[config.mk]
export PLATFORM = sky130hd
export DESIGN_NAME = riscv_hwloop_regs
export DESIGN_NICKNAME = d
export VERILOG_FILES = /design/src/rtl/riscv_hwloop_regs.sv
export SDC_FILE = /design/constraint.sdc
export NUM_CORES = 1
export LEC_CHECK = 0
export CORE_AREA = 8 8 141 143
export DETAILED_ROUTE_END_ITERATION = 6
export DIE_AREA = 0 0 149 151
export GPL_TIMING_DRIVEN = 0
export PLACE_DENSITY_LB_ADDON = 0.2
export SETUP_SLACK_MARGIN = 0.02
export SKIP_CTS_REPAIR_TIMING = 1
export SLEW_MARGIN = 10
export SYNTH_ARGS = -nofsm -noshare
export SYNTH_HDL_FRONTEND = slang
export SYNTH_SLANG_ARGS = --single-unit
[constraint.sdc]
create_clock -name clk -period 5.8 [get_ports clk]
set_clock_uncertainty 0.05 [all_clocks]
set_input_delay 0.87 -clock clk [delete_from_list [all_inputs] [get_ports clk]]
set_output_delay 0.87 -clock clk [all_outputs]
set_load 0.005 [all_outputs]
[src/rtl/riscv_hwloop_regs.sv]
// Hardware-loop register file: per-set start/end/counter registers with counter decrement.
// Optional macro HWLP_UNDERFLOW_GUARD_EN: a decrement of a zero counter holds it at zero instead of wrapping.
module riscv_hwloop_regs #(
  parameter int N_REGS  = 2,
  parameter int REGID_W = 1
) (
  input  logic                   clk,
  input  logic                   rst,
  input  logic [31:0]            hwlp_start_data_i,
  input  logic [31:0]            hwlp_end_data_i,
  input  logic [31:0]            hwlp_cnt_data_i,
  input  logic [2:0]             hwlp_we_i,
  input  logic [REGID_W-1:0]     hwlp_regid_i,
  input  logic [N_REGS-1:0]      hwlp_dec_cnt_i,
  output logic [N_REGS*32-1:0]   hwlp_start_addr_o,
  output logic [N_REGS*32-1:0]   hwlp_end_addr_o,
  output logic [N_REGS*32-1:0]   hwlp_counter_o,
  output logic [N_REGS-1:0]      hwlp_active_o
);

  logic [31:0]       r_start [N_REGS];
  logic [31:0]       r_end   [N_REGS];
  logic [31:0]       r_cnt   [N_REGS];
  logic [N_REGS-1:0] r_active;

  logic [N_REGS-1:0] w_sel;
  logic [31:0]       w_cnt_nxt [N_REGS];
  logic              w_regid_ok;

  function automatic logic [31:0] f_dec_cnt(input logic [31:0] cnt);
`ifdef HWLP_UNDERFLOW_GUARD_EN
    f_dec_cnt = (cnt == 32'h0) ? 32'h0 : cnt - 32'd1;
`else
    f_dec_cnt = cnt - 32'd1;
`endif
  endfunction

  assign w_regid_ok = (32'(hwlp_regid_i) < 32'(N_REGS));

  // A counter write to a set wins over a same-cycle decrement of that set.
  always_comb begin
    w_sel = '0;
    for (int k = 0; k < N_REGS; k++) begin
      w_sel[k] = w_regid_ok && (32'(hwlp_regid_i) == 32'(k));
      if (w_sel[k] && hwlp_we_i[2]) begin
        w_cnt_nxt[k] = hwlp_cnt_data_i;
      end else if (hwlp_dec_cnt_i[k]) begin
        w_cnt_nxt[k] = f_dec_cnt(r_cnt[k]);
      end else begin
        w_cnt_nxt[k] = r_cnt[k];
      end
    end
  end

  // Active flag is registered from the next counter value so it tracks the counter exactly.
  always_ff @(posedge clk) begin
    if (rst) begin
      for (int k = 0; k < N_REGS; k++) begin
        r_start[k] <= '0;
        r_end[k]   <= '0;
        r_cnt[k]   <= '0;
      end
      r_active <= '0;
    end else begin
      for (int k = 0; k < N_REGS; k++) begin
        if (w_sel[k] && hwlp_we_i[0]) r_start[k] <= hwlp_start_data_i;
        if (w_sel[k] && hwlp_we_i[1]) r_end[k]   <= hwlp_end_data_i;
        r_cnt[k]    <= w_cnt_nxt[k];
        r_active[k] <= |w_cnt_nxt[k];
      end
    end
  end

  for (genvar g = 0; g < N_REGS; g++) begin : g_pack
    assign hwlp_start_addr_o[32*g +: 32] = r_start[g];
    assign hwlp_end_addr_o[32*g +: 32]   = r_end[g];
    assign hwlp_counter_o[32*g +: 32]    = r_cnt[g];
  end

  assign hwlp_active_o = r_active;

endmodule

==> flow_metrics.py, run 1 <==
metrics = {
    "sta": {
        "final.period_utilization_pct": 63.40,
        "finalSetupViolCount": 0,
        "fin_crit_ns": 3.677,
        "setup_slack_ns": 2.123,
        "drv_slew": 0,
        "fmax_mhz": 271.9,
        "worstMarginPinSlew_ns": 0.8846,
        "hold_ws_ns": 0.4940,
        "fin_tns_setup_ns": 0,
        "hold_viol_final": 0,
        "relSlewSlack_pct": 40.54,
        "rsz0062_at_grt": "no",
    },
    "synth": {
        "synthCells": 720,
        "synth_warnings": 0,
        "synth.distinct_cells": 60,
        "yosys-top-cells-count": "edfxtp_1, and2_1, nor2_1",
        "async_reset_ff_share_pct": 0,
        "synth-edff-count": 128,
        "avgSynthCellArea_sq_um": 11.68,
        "synth_top_area_share_pct": 45.69,
        "ys_top_cells_by_area": "edfxtp_1, dfxtp_1, and2_1",
        "seq_area_frac_synth_pct": 61.40,
        "synth_most_common_cell": "edfxtp_1",
        "netlist_area_sq_um": 8412,
        "syn_nets": 826,
        "synth_top_area_cell": "edfxtp_1",
        "ys.flop_type": "edfxtp_1",
        "synth-seq-cells": 194,
    },
    "pwr": {
        "power_density_nw_per_um2": 294.3,
        "p_int_mw": 2.620,
        "pwr-share-clk_pct": 32.5,
        "seq_power_share_pct": 46.7,
        "vdd_drop_max_mv": 0.2395,
        "sw_frac_of_total_pct": 27.29,
        "leakagePower_nw": 4.466,
        "switching_power_mw": 0.9834,
        "power_frac_comb_pct": 20.8,
    },
    "global_routing": {
        "grt_overflow": 0,
        "antenna_found_initial": 1,
        "grt_max_degree": 33,
        "grt.total_usage_pct": 23.93,
        "grt_pass1_wl_mm": 40.78,
        "grt_pass1_vias": 6893,
    },
    "setup_path": {
        "timing.rr.end": "hwlp_active_o[1]",
        "worstPathRequired_ns": 6.06,
        "crit_path_end_kind": "flip-flop",
        "cp.arrival_ns": 3.94,
        "reg2regPathDepth": 10,
        "crit_type": "input pin to flip-flop",
        "startpoint_type": "input pin",
        "critPathMaxFanout": 10,
        "rrSetupSlack_ns": 2.30,
        "r2r-start": "r_cnt[0][32]",
    },
    "layout": {
        "regArea_sq_um": 5165,
        "area_growth_pct": 45.55,
        "nets": 1140,
        "num_antenna_cells": 0,
        "post-route-util_pct": 69.34,
        "drive_gt1_share_pct": 5.449,
        "multiInputGateArea_sq_um": 3060,
        "fillerInstances": 1363,
    },
    "floorplanning": {
        "die_h_um": 151,
        "ios": 298,
        "die_w_um": 149,
        "start_util_pct": 47.64,
        "fp.coreArea_sq_um": 17660,
        "rows": 49,
        "fp.dieArea_sq_um": 22500,
    },
    "placed_design": {
        "dpl.hpwl_mm": 21.85,
        "place_congestion": 0.9300,
        "pre_cts_ws_ns": 1.750,
        "port_buffers": 295,
    },
    "clocking": {
        "clkSlewWorstSetupHoldPaths_ns": 0.07,
        "cts_buffers": 17,
        "cts_tree": "yes",
        "cts_buffer_depth": 2,
        "root_buffer": "clkbuf_16",
        "h-tree-depth": 4,
        "clk_latency_ns": 0.43,
        "cts.sinks": 194,
    },
    "detailed_routing": {
        "initialDrtViolationCount": 554,
        "wl_per_cell_um": 21.83,
        "remaining_drc_errors": 0,
        "ant_nets": 0,
        "wl_mm": 27.83,
        "via_per_inst": 5.534,
        "drtPass1Iterations": 5,
        "num_vias": 7056,
    },
    "job": {
        "drv_cap": 0,
    },
    "worst_hold_path": {
        "whs_path_depth": 2,
        "min_to": "r_cnt[0][63]",
        "min_from": "r_cnt[0][63]",
        "hp-class": "flip-flop to flip-flop",
    },
    "outcome": {
        "status": "finished, final reports clean",
    },
}
==> per-stage QoR <==
stage	instance area [sq um]	power, mW	instances
after floorplan	8412	2.020	720
after global placement	11650	2.448	1244
after detailed placement	11660	2.460	1244
after CTS	12240	3.622	1275
after global routing	12240	3.748	1275
final	12240	3.603	1275
==> critical path, stage by stage <==
cell and delay, ns:
clkdlybuf4s50_1 0.48, clkbuf_1 0.35, or3b_2 0.53, nor3_1 0.46
nand2_1 0.15, o31ai_1 0.29, a41o_1 0.24, nand4_1 0.11
o41a_1 0.45
==> placed cells by master (no fill, tap or decap), types with 12 or more instances in the layout <==
master	count
nand2_1	29
or4_1	24
a211oi_1	15
or3_1	19
o21ai_0	12
dfxtp_1	66
edfxtp_1	128
nor4_1	22
nand4_1	15
clkdlybuf4s50_1	295
clkbuf_16	17
xnor2_1	29
clkbuf_1	30
and2_1	83
nor3_1	27
nand3_1	12
nor2_1	72
mux2i_1	18
==> flip-flops by register name, summed over array words and instances, names as in the netlist <==
signal and flops:
hwlp_active_o 2, r_cnt 64, r_end 64, r_start 64
==> routing by layer <==
layer,track usage [%],up-vias,wire (um)
li1,-,3312,-
met1,27.64,3319,10790
met2,41.11,365,13730
met3,7.200,58,2412
met4,9.339,2,886
met5,0,-,13
==> how the worst max path moves through the flow <==
stage | startpoint | cells after the start | slack, ns | to
finish | hwlp_dec_cnt_i[1] | 9 | 2.12 | hwlp_active_o[1]
global route | hwlp_dec_cnt_i[1] | 9 | 1.93 | hwlp_active_o[1]
CTS | hwlp_dec_cnt_i[1] | 9 | 2.21 | hwlp_active_o[1]
detailed placement | hwlp_dec_cnt_i[1] | 9 | 1.75 | hwlp_active_o[1]
global placement | hwlp_regid_i | 8 | 1.76 | hwlp_active_o[0]
floorplan | hwlp_dec_cnt_i[0] | 10 | 2.46 | hwlp_active_o[0]
==> logic make-up after synthesis <==
group | synth area share, %
xor+xnor | 4.061
mux | 2.276
compound gates | 7.348
buf+inv | 2.305
simple gates | 22.31
flops | 61.40
fa+ha+maj | 0.2974
==> layout make-up <==
| class | count | share of cell area, % |
|---|---|---|
| flip-flops and latches | 194 | 42.19 |
| repair buffers | 295 | 24.12 |
| well taps | 229 | 2.340 |
| plain buffers | 41 | 1.400 |
| clock buffers | 17 | 3.475 |
| clock inverters | 14 | 1.298 |
| inverters | 6 | 0.1840 |
| multi-input cells | 479 | 25.00 |
==> power groups by stage <==
stage | registers, mW | logic [mW] | clock network [mW]
floorplan | 1.71 | 0.308 | 0
global placement | 1.71 | 0.737 | 0
detailed placement | 1.71 | 0.746 | 0
CTS | 1.68 | 0.751 | 1.19
global route | 1.70 | 0.808 | 1.24
finish | 1.68 | 0.750 | 1.17
No activity file was read; power rests on OpenSTA's default activity.
==> run 2, diff against run 1 <==
--- a/config.mk
+++ b/config.mk
@@ -5,9 +5,9 @@
 export SDC_FILE = /design/constraint.sdc
 export NUM_CORES = 1
 export LEC_CHECK = 0
-export CORE_AREA = 8 8 141 143
+export CORE_AREA = 8 8 153 155
 export DETAILED_ROUTE_END_ITERATION = 6
-export DIE_AREA = 0 0 149 151
+export DIE_AREA = 0 0 161 163
 export GPL_TIMING_DRIVEN = 0
 export PLACE_DENSITY_LB_ADDON = 0.2
 export SETUP_SLACK_MARGIN = 0.02
==> constraint.sdc (replaced) <==
create_clock -name clk -period 3.2 [get_ports clk]
set_clock_uncertainty 0.05 [all_clocks]
set_input_delay 0.48 -clock clk [delete_from_list [all_inputs] [get_ports clk]]
set_output_delay 0.48 -clock clk [all_outputs]
set_load 0.005 [all_outputs]
==> run 2 against run 1 <==
Clock power rose by 84%. Critical endpoint unchanged. Critical path type is now flip-flop to flip-flop. Non-clock buffer count did not move. Wire length rose by 6.4%. Worst hold slack got worse by 0.15 ns.
==> flow_metrics.py, run 2 (same netlist as run 1, synthesis figures left out) <==
metrics = {
    "detailed_routing": {
        "ant_nets": 0,
        "via_per_inst": 5.393,
        "drtPass1Iterations": 5,
        "wl_mm": 29.61,
        "num_vias": 7130,
        "initialDrtViolationCount": 548,
        "wl_per_cell_um": 22.39,
        "remaining_drc_errors": 0,
    },
    "layout": {
        "top_regs": "r_cnt (64), r_end (64), r_start (64)",
        "layout_commonest_cell": "clkdlybuf4s50_1",
        "nets": 1140,
        "area_growth_pct": 47.43,
        "drive_gt1_share_pct": 6.590,
        "num_antenna_cells": 0,
        "final-instance-count-excl-fill": 1322,
        "multiInputGateArea_sq_um": 3134,
        "fillerInstances": 1764,
        "most-common-layout-cells": "clkdlybuf4s50_1, edfxtp_1, and2_1",
        "finalInstanceArea_sq_um": 12400,
        "regArea_sq_um": 5165,
        "post-route-util_pct": 59.56,
    },
    "global_routing": {
        "grt.total_usage_pct": 22.12,
        "grt_pass1_vias": 6992,
        "grt_overflow": 0,
        "antenna_found_initial": 1,
        "grt_max_degree": 33,
        "grt_pass1_wl_mm": 44.17,
    },
    "sta": {
        "rsz0062_at_grt": "yes",
        "drv_slew": 0,
        "finalSetupViolCount": 0,
        "relSlewSlack_pct": 42.85,
        "fmax_mhz": 328.8,
        "fin_crit_ns": 3.041,
        "hold_viol_final": 0,
        "worstMarginPinSlew_ns": 0.8542,
        "final.period_utilization_pct": 95.03,
        "setup_slack_ns": 0.1591,
    },
    "setup_path": {
        "crit_family": "simple AND/OR/NAND/NOR gates",
        "cp.arrival_ns": 3.30,
        "startpoint_type": "flip-flop",
        "path_buf_inv": 2,
        "max_stage_delay_ns": 0.53,
        "crit_type": "flip-flop to flip-flop",
        "slowest_stage": "or4_1",
        "cp_cell_sequence": "or4_1 > buf_2 > or3_1 > buf_2 > o311ai_4 > nand3_2 > nor4_2 > nand4_1 > o41a_1",
        "crit_path_end_kind": "flip-flop",
        "cpMostUsedCell": "buf_2",
        "worstPathRequired_ns": 3.46,
        "critPathMaxFanout": 9,
    },
    "floorplanning": {
        "die_w_um": 161,
        "ios": 298,
        "rows": 53,
        "die_h_um": 163,
        "fp.dieArea_sq_um": 26240,
        "fp.coreArea_sq_um": 20820,
        "start_util_pct": 40.40,
    },
    "placed_design": {
        "dp.cells": 1290,
        "port_buffers": 295,
        "pre_cts_ws_ns": -0.4796,
        "place_congestion": 0.9463,
        "placed_cell_area_sq_um": 11720,
        "dpl.hpwl_mm": 22.78,
    },
    "clocking": {
        "h-tree-depth": 4,
        "cts.sinks": 194,
        "clk_latency_ns": 0.44,
        "cts_tree": "yes",
        "root_buffer": "clkbuf_16",
        "cts_buffer_depth": 2,
        "cts_buffers": 17,
        "clkSlewWorstSetupHoldPaths_ns": 0.08,
    },
    "outcome": {
        "status": "finished, final reports clean",
    },
    "pwr": {
        "power_density_nw_per_um2": 532.7,
        "leakagePower_nw": 4.508,
        "vdd_drop_max_mv": 0.3650,
    },
    "job": {
        "drv_cap": 0,
    },
    "worst_hold_path": {
        "hp-class": "input pin to flip-flop",
    },
}
-- run 2: changes by cell type in the layout (fill, tap and decap cells not counted), moves of 2 or more --
cell	delta
nor4bb_1	-2
clkinv_8	+6
nor4_2	+3
inv_8	-5
clkbuf_1	-3
nor4bb_4	+2
clkinv_4	-4
clkbuf_2	+4
nor4_1	-4
inv_6	+3
-- run 2: through the flow --
step,setup TNS (ns),power [mW],hold WS (ns)
after floorplan,0,3.662,0.4685
after global placement,-1.506,4.462,0.4801
after detailed placement,-1.224,4.475,0.4940
after CTS,-0.2501,6.606,0.3291
after global routing,-0.00003131,6.863,0.3708
final,0,6.606,0.3453
-- run 2: worst paths after layout --
path,from,to,slack (ns),cells past startpoint
worst max register to register,r_cnt[0][41],hwlp_active_o[1],0.16,9
worst max-delay path,r_cnt[0][41],hwlp_active_o[1],0.16,9
worst min register to register,r_cnt[0][63],r_cnt[0][63],0.51,2
worst min-delay path,hwlp_dec_cnt_i[0],r_cnt[0][0],0.35,3
-- run 2: layout make-up --
class / count / area share [%]
Sequential cell: 194 / 41.65
Inverter: 6 / 0.1816
Multi-Input combinational cell: 479 / 25.27
Clock buffer: 18 / 3.460
Clock inverter: 14 / 1.433
Tap cell: 275 / 2.774
Timing Repair Buffer: 295 / 23.81
Buffer: 41 / 1.423
-- run 2: worst reg2reg max path, cell delays in order, from the launching register on --
cell and delay [ns]:
dfxtp_1 0.38, or4_1 0.53, buf_2 0.16, or3_1 0.29, buf_2 0.19, o311ai_4 0.32
nand3_2 0.14, nor4_2 0.29, nand4_1 0.14, o41a_1 0.43
-- run 2: per-layer routing --
| layer | routed length (um) | global-route usage, % | up-vias | part of all wire (%) |
|---|---|---|---|---|
| met1 | 12110 | 26.95 | 3376 | 41 |
| met4 | 935 | 8.628 | 2 | 3.2 |
| li1 | - | - | 3324 | - |
| met3 | 2539 | 6.673 | 65 | 8.6 |
| met5 | 8 | 0 | - | 0.027 |
| met2 | 14010 | 36.33 | 363 | 47 |
-- run 2: where the power goes --
group,internal [mW],switching [mW],total [mW]
clock network,1.07,1.09,2.15
logic,0.743,0.652,1.39
registers,2.90,0.153,3.06
==> run 3, diff against run 2 <==
--- a/config.mk
+++ b/config.mk
@@ -5,10 +5,12 @@
 export SDC_FILE = /design/constraint.sdc
 export NUM_CORES = 1
 export LEC_CHECK = 0
+export ABC_AREA = 0
 export CORE_AREA = 8 8 153 155
 export DETAILED_ROUTE_END_ITERATION = 6
 export DIE_AREA = 0 0 161 163
 export GPL_TIMING_DRIVEN = 0
+export MAX_ROUTING_LAYER = met4
 export PLACE_DENSITY_LB_ADDON = 0.2
 export SETUP_SLACK_MARGIN = 0.02
 export SKIP_CTS_REPAIR_TIMING = 1
==> run 3 against run 2 <==
Wire length decreased by 1.6%. Clock-buffer cell count shrank 1. Sequential power hardly changed. Final cell count increased by 0.23%. Die area stayed put. Fmax decreased by 3.6%. Sequential share of layout area increased by 0.093 points.
==> flow_metrics.py, run 3 (same netlist as run 1, synthesis figures left out) <==
metrics = {
    "outcome": {
        "status": "finished, final reports clean",
    },
    "worst_hold_path": {
        "min_to": "r_cnt[0][0]",
        "min_from": "hwlp_dec_cnt_i[0]",
        "whs_path_depth": 3,
        "hp-class": "input pin to flip-flop",
    },
    "pwr": {
        "switching_power_mw": 1.852,
        "sw_frac_of_total_pct": 28.28,
        "pwr-share-clk_pct": 32.1,
        "power_frac_comb_pct": 21.1,
        "seq_power_share_pct": 46.7,
        "p_int_mw": 4.696,
        "vdd_drop_max_mv": 0.4051,
        "power_density_nw_per_um2": 529.1,
        "leakagePower_nw": 4.484,
        "power.total_mw": 6.547,
    },
    "floorplanning": {
        "die_w_um": 161,
        "ios": 298,
        "start_util_pct": 40.40,
        "fp.dieArea_sq_um": 26240,
        "fp.coreArea_sq_um": 20820,
        "die_h_um": 163,
        "rows": 53,
    },
    "setup_path": {
        "critPathMaxFanout": 10,
        "r2r-start": "r_cnt[0][0]",
        "startpoint_type": "input pin",
        "reg2regPathDepth": 9,
        "timing.rr.end": "hwlp_active_o[0]",
        "worstPathRequired_ns": 3.46,
        "crit_path_end_kind": "flip-flop",
        "rrSetupSlack_ns": 0.14,
        "crit_type": "input pin to flip-flop",
        "cp.arrival_ns": 3.42,
    },
    "global_routing": {
        "grt.total_usage_pct": 22.26,
        "grt_max_degree": 33,
        "grt_overflow": 0,
        "grt_pass1_wl_mm": 43.19,
        "grt_pass1_vias": 6886,
        "antenna_found_initial": 3,
    },
    "detailed_routing": {
        "ant_nets": 0,
        "initialDrtViolationCount": 489,
        "via_per_inst": 5.322,
        "wl_per_cell_um": 22.00,
        "remaining_drc_errors": 0,
        "num_vias": 7052,
        "wl_mm": 29.15,
        "drtPass1Iterations": 5,
    },
    "sta": {
        "final.period_utilization_pct": 98.57,
        "hold_viol_final": 0,
        "relSlewSlack_pct": 43.88,
        "rsz0062_at_grt": "yes",
        "fin_crit_ns": 3.154,
        "setup_slack_ns": 0.04577,
        "fmax_mhz": 317.0,
        "drv_slew": 0,
        "finalSetupViolCount": 0,
        "hold_ws_ns": 0.3435,
        "fin_tns_setup_ns": 0,
        "worstMarginPinSlew_ns": 0.8388,
    },
    "clocking": {
        "cts.sinks": 194,
        "clkSlewWorstSetupHoldPaths_ns": 0.08,
        "cts_buffer_depth": 2,
        "cts_tree": "yes",
        "h-tree-depth": 4,
        "root_buffer": "clkbuf_16",
        "clk_latency_ns": 0.43,
        "cts_buffers": 17,
    },
    "placed_design": {
        "port_buffers": 295,
        "dpl.hpwl_mm": 22.70,
        "place_congestion": 0.9350,
        "dp.cells": 1290,
        "pre_cts_ws_ns": -0.4531,
    },
    "layout": {
        "area_growth_pct": 47.11,
        "most-common-layout-cells": "clkdlybuf4s50_1, edfxtp_1, and2_1",
        "drive_gt1_share_pct": 6.495,
        "nets": 1141,
        "final-instance-count-excl-fill": 1325,
        "top_regs": "r_cnt (64), r_end (64), r_start (64)",
        "layout_commonest_cell": "clkdlybuf4s50_1",
    },
    "job": {
        "drv_cap": 0,
    },
}
-- run 3: changes by cell type in the layout (fill, tap and decap cells not counted), moves of 2 or more --
cell / delta
clkbuf_2: -3
diode_2: +3
buf_4: +2
clkinv_4: +2
clkinv_8: -4
inv_8: +4
-- run 3: area by class of cell --
cell class	instances	area [sq um]
Fill cell	1775	8448
Multi-Input combinational cell	479	3123
Inverter	6	22.52
Tap cell	275	344.1
Buffer	40	168.9
Clock inverter	14	150.1
Sequential cell	194	5165
Timing Repair Buffer	297	2968
Antenna cell	3	7.507
Clock buffer	17	425.4
-- run 3: worst max-delay path by stage --
stage	start	end	slack, ns	depth (start not counted)
global placement	hwlp_dec_cnt_i[1]	hwlp_active_o[1]	-0.45	9
global route	hwlp_dec_cnt_i[1]	hwlp_active_o[1]	-0.04	9
CTS	r_cnt[0][32]	hwlp_active_o[1]	-0.24	10
floorplan	hwlp_dec_cnt_i[0]	hwlp_active_o[0]	0.25	10
detailed placement	hwlp_dec_cnt_i[1]	hwlp_active_o[1]	-0.45	9
finish	hwlp_dec_cnt_i[1]	hwlp_active_o[1]	0.05	9
-- run 3: power groups by stage --
stage                     Sequential, mW  Combinational [mW]  Clock, mW
after floorplan                     3.10               0.559          0
after global placement              3.11                1.36          0
after detailed placement            3.11                1.36          0
after CTS                           3.06                1.37       2.13
after global routing                3.08                1.50       2.23
final                               3.06                1.38       2.10
-- run 3: worst max-delay path, stage by stage --
cell	delay, ns
clkdlybuf4s50_1	0.49
clkbuf_1	0.35
or3b_2	0.55
nor3_1	0.23
xnor2_1	0.14
o21ai_0	0.13
a2111oi_0	0.44
nand4_1	0.18
o41a_1	0.42
-- run 3: through the flow --
step	cell area [sq um]	util, %
after global routing	12370	59.43
final	12370	59.43
after CTS	12290	59.03
after global placement	11710	56.23
after floorplan	8412	-
after detailed placement	11720	56.27
-- run 3: per-layer routing --
layer	vias up	track usage, %	routed length [um]
li1	3322	-	-
met1	3324	26.47	12040
met2	362	36.15	13990
met3	44	5.890	2368
met4	0	7.702	745
met5	-	-	0
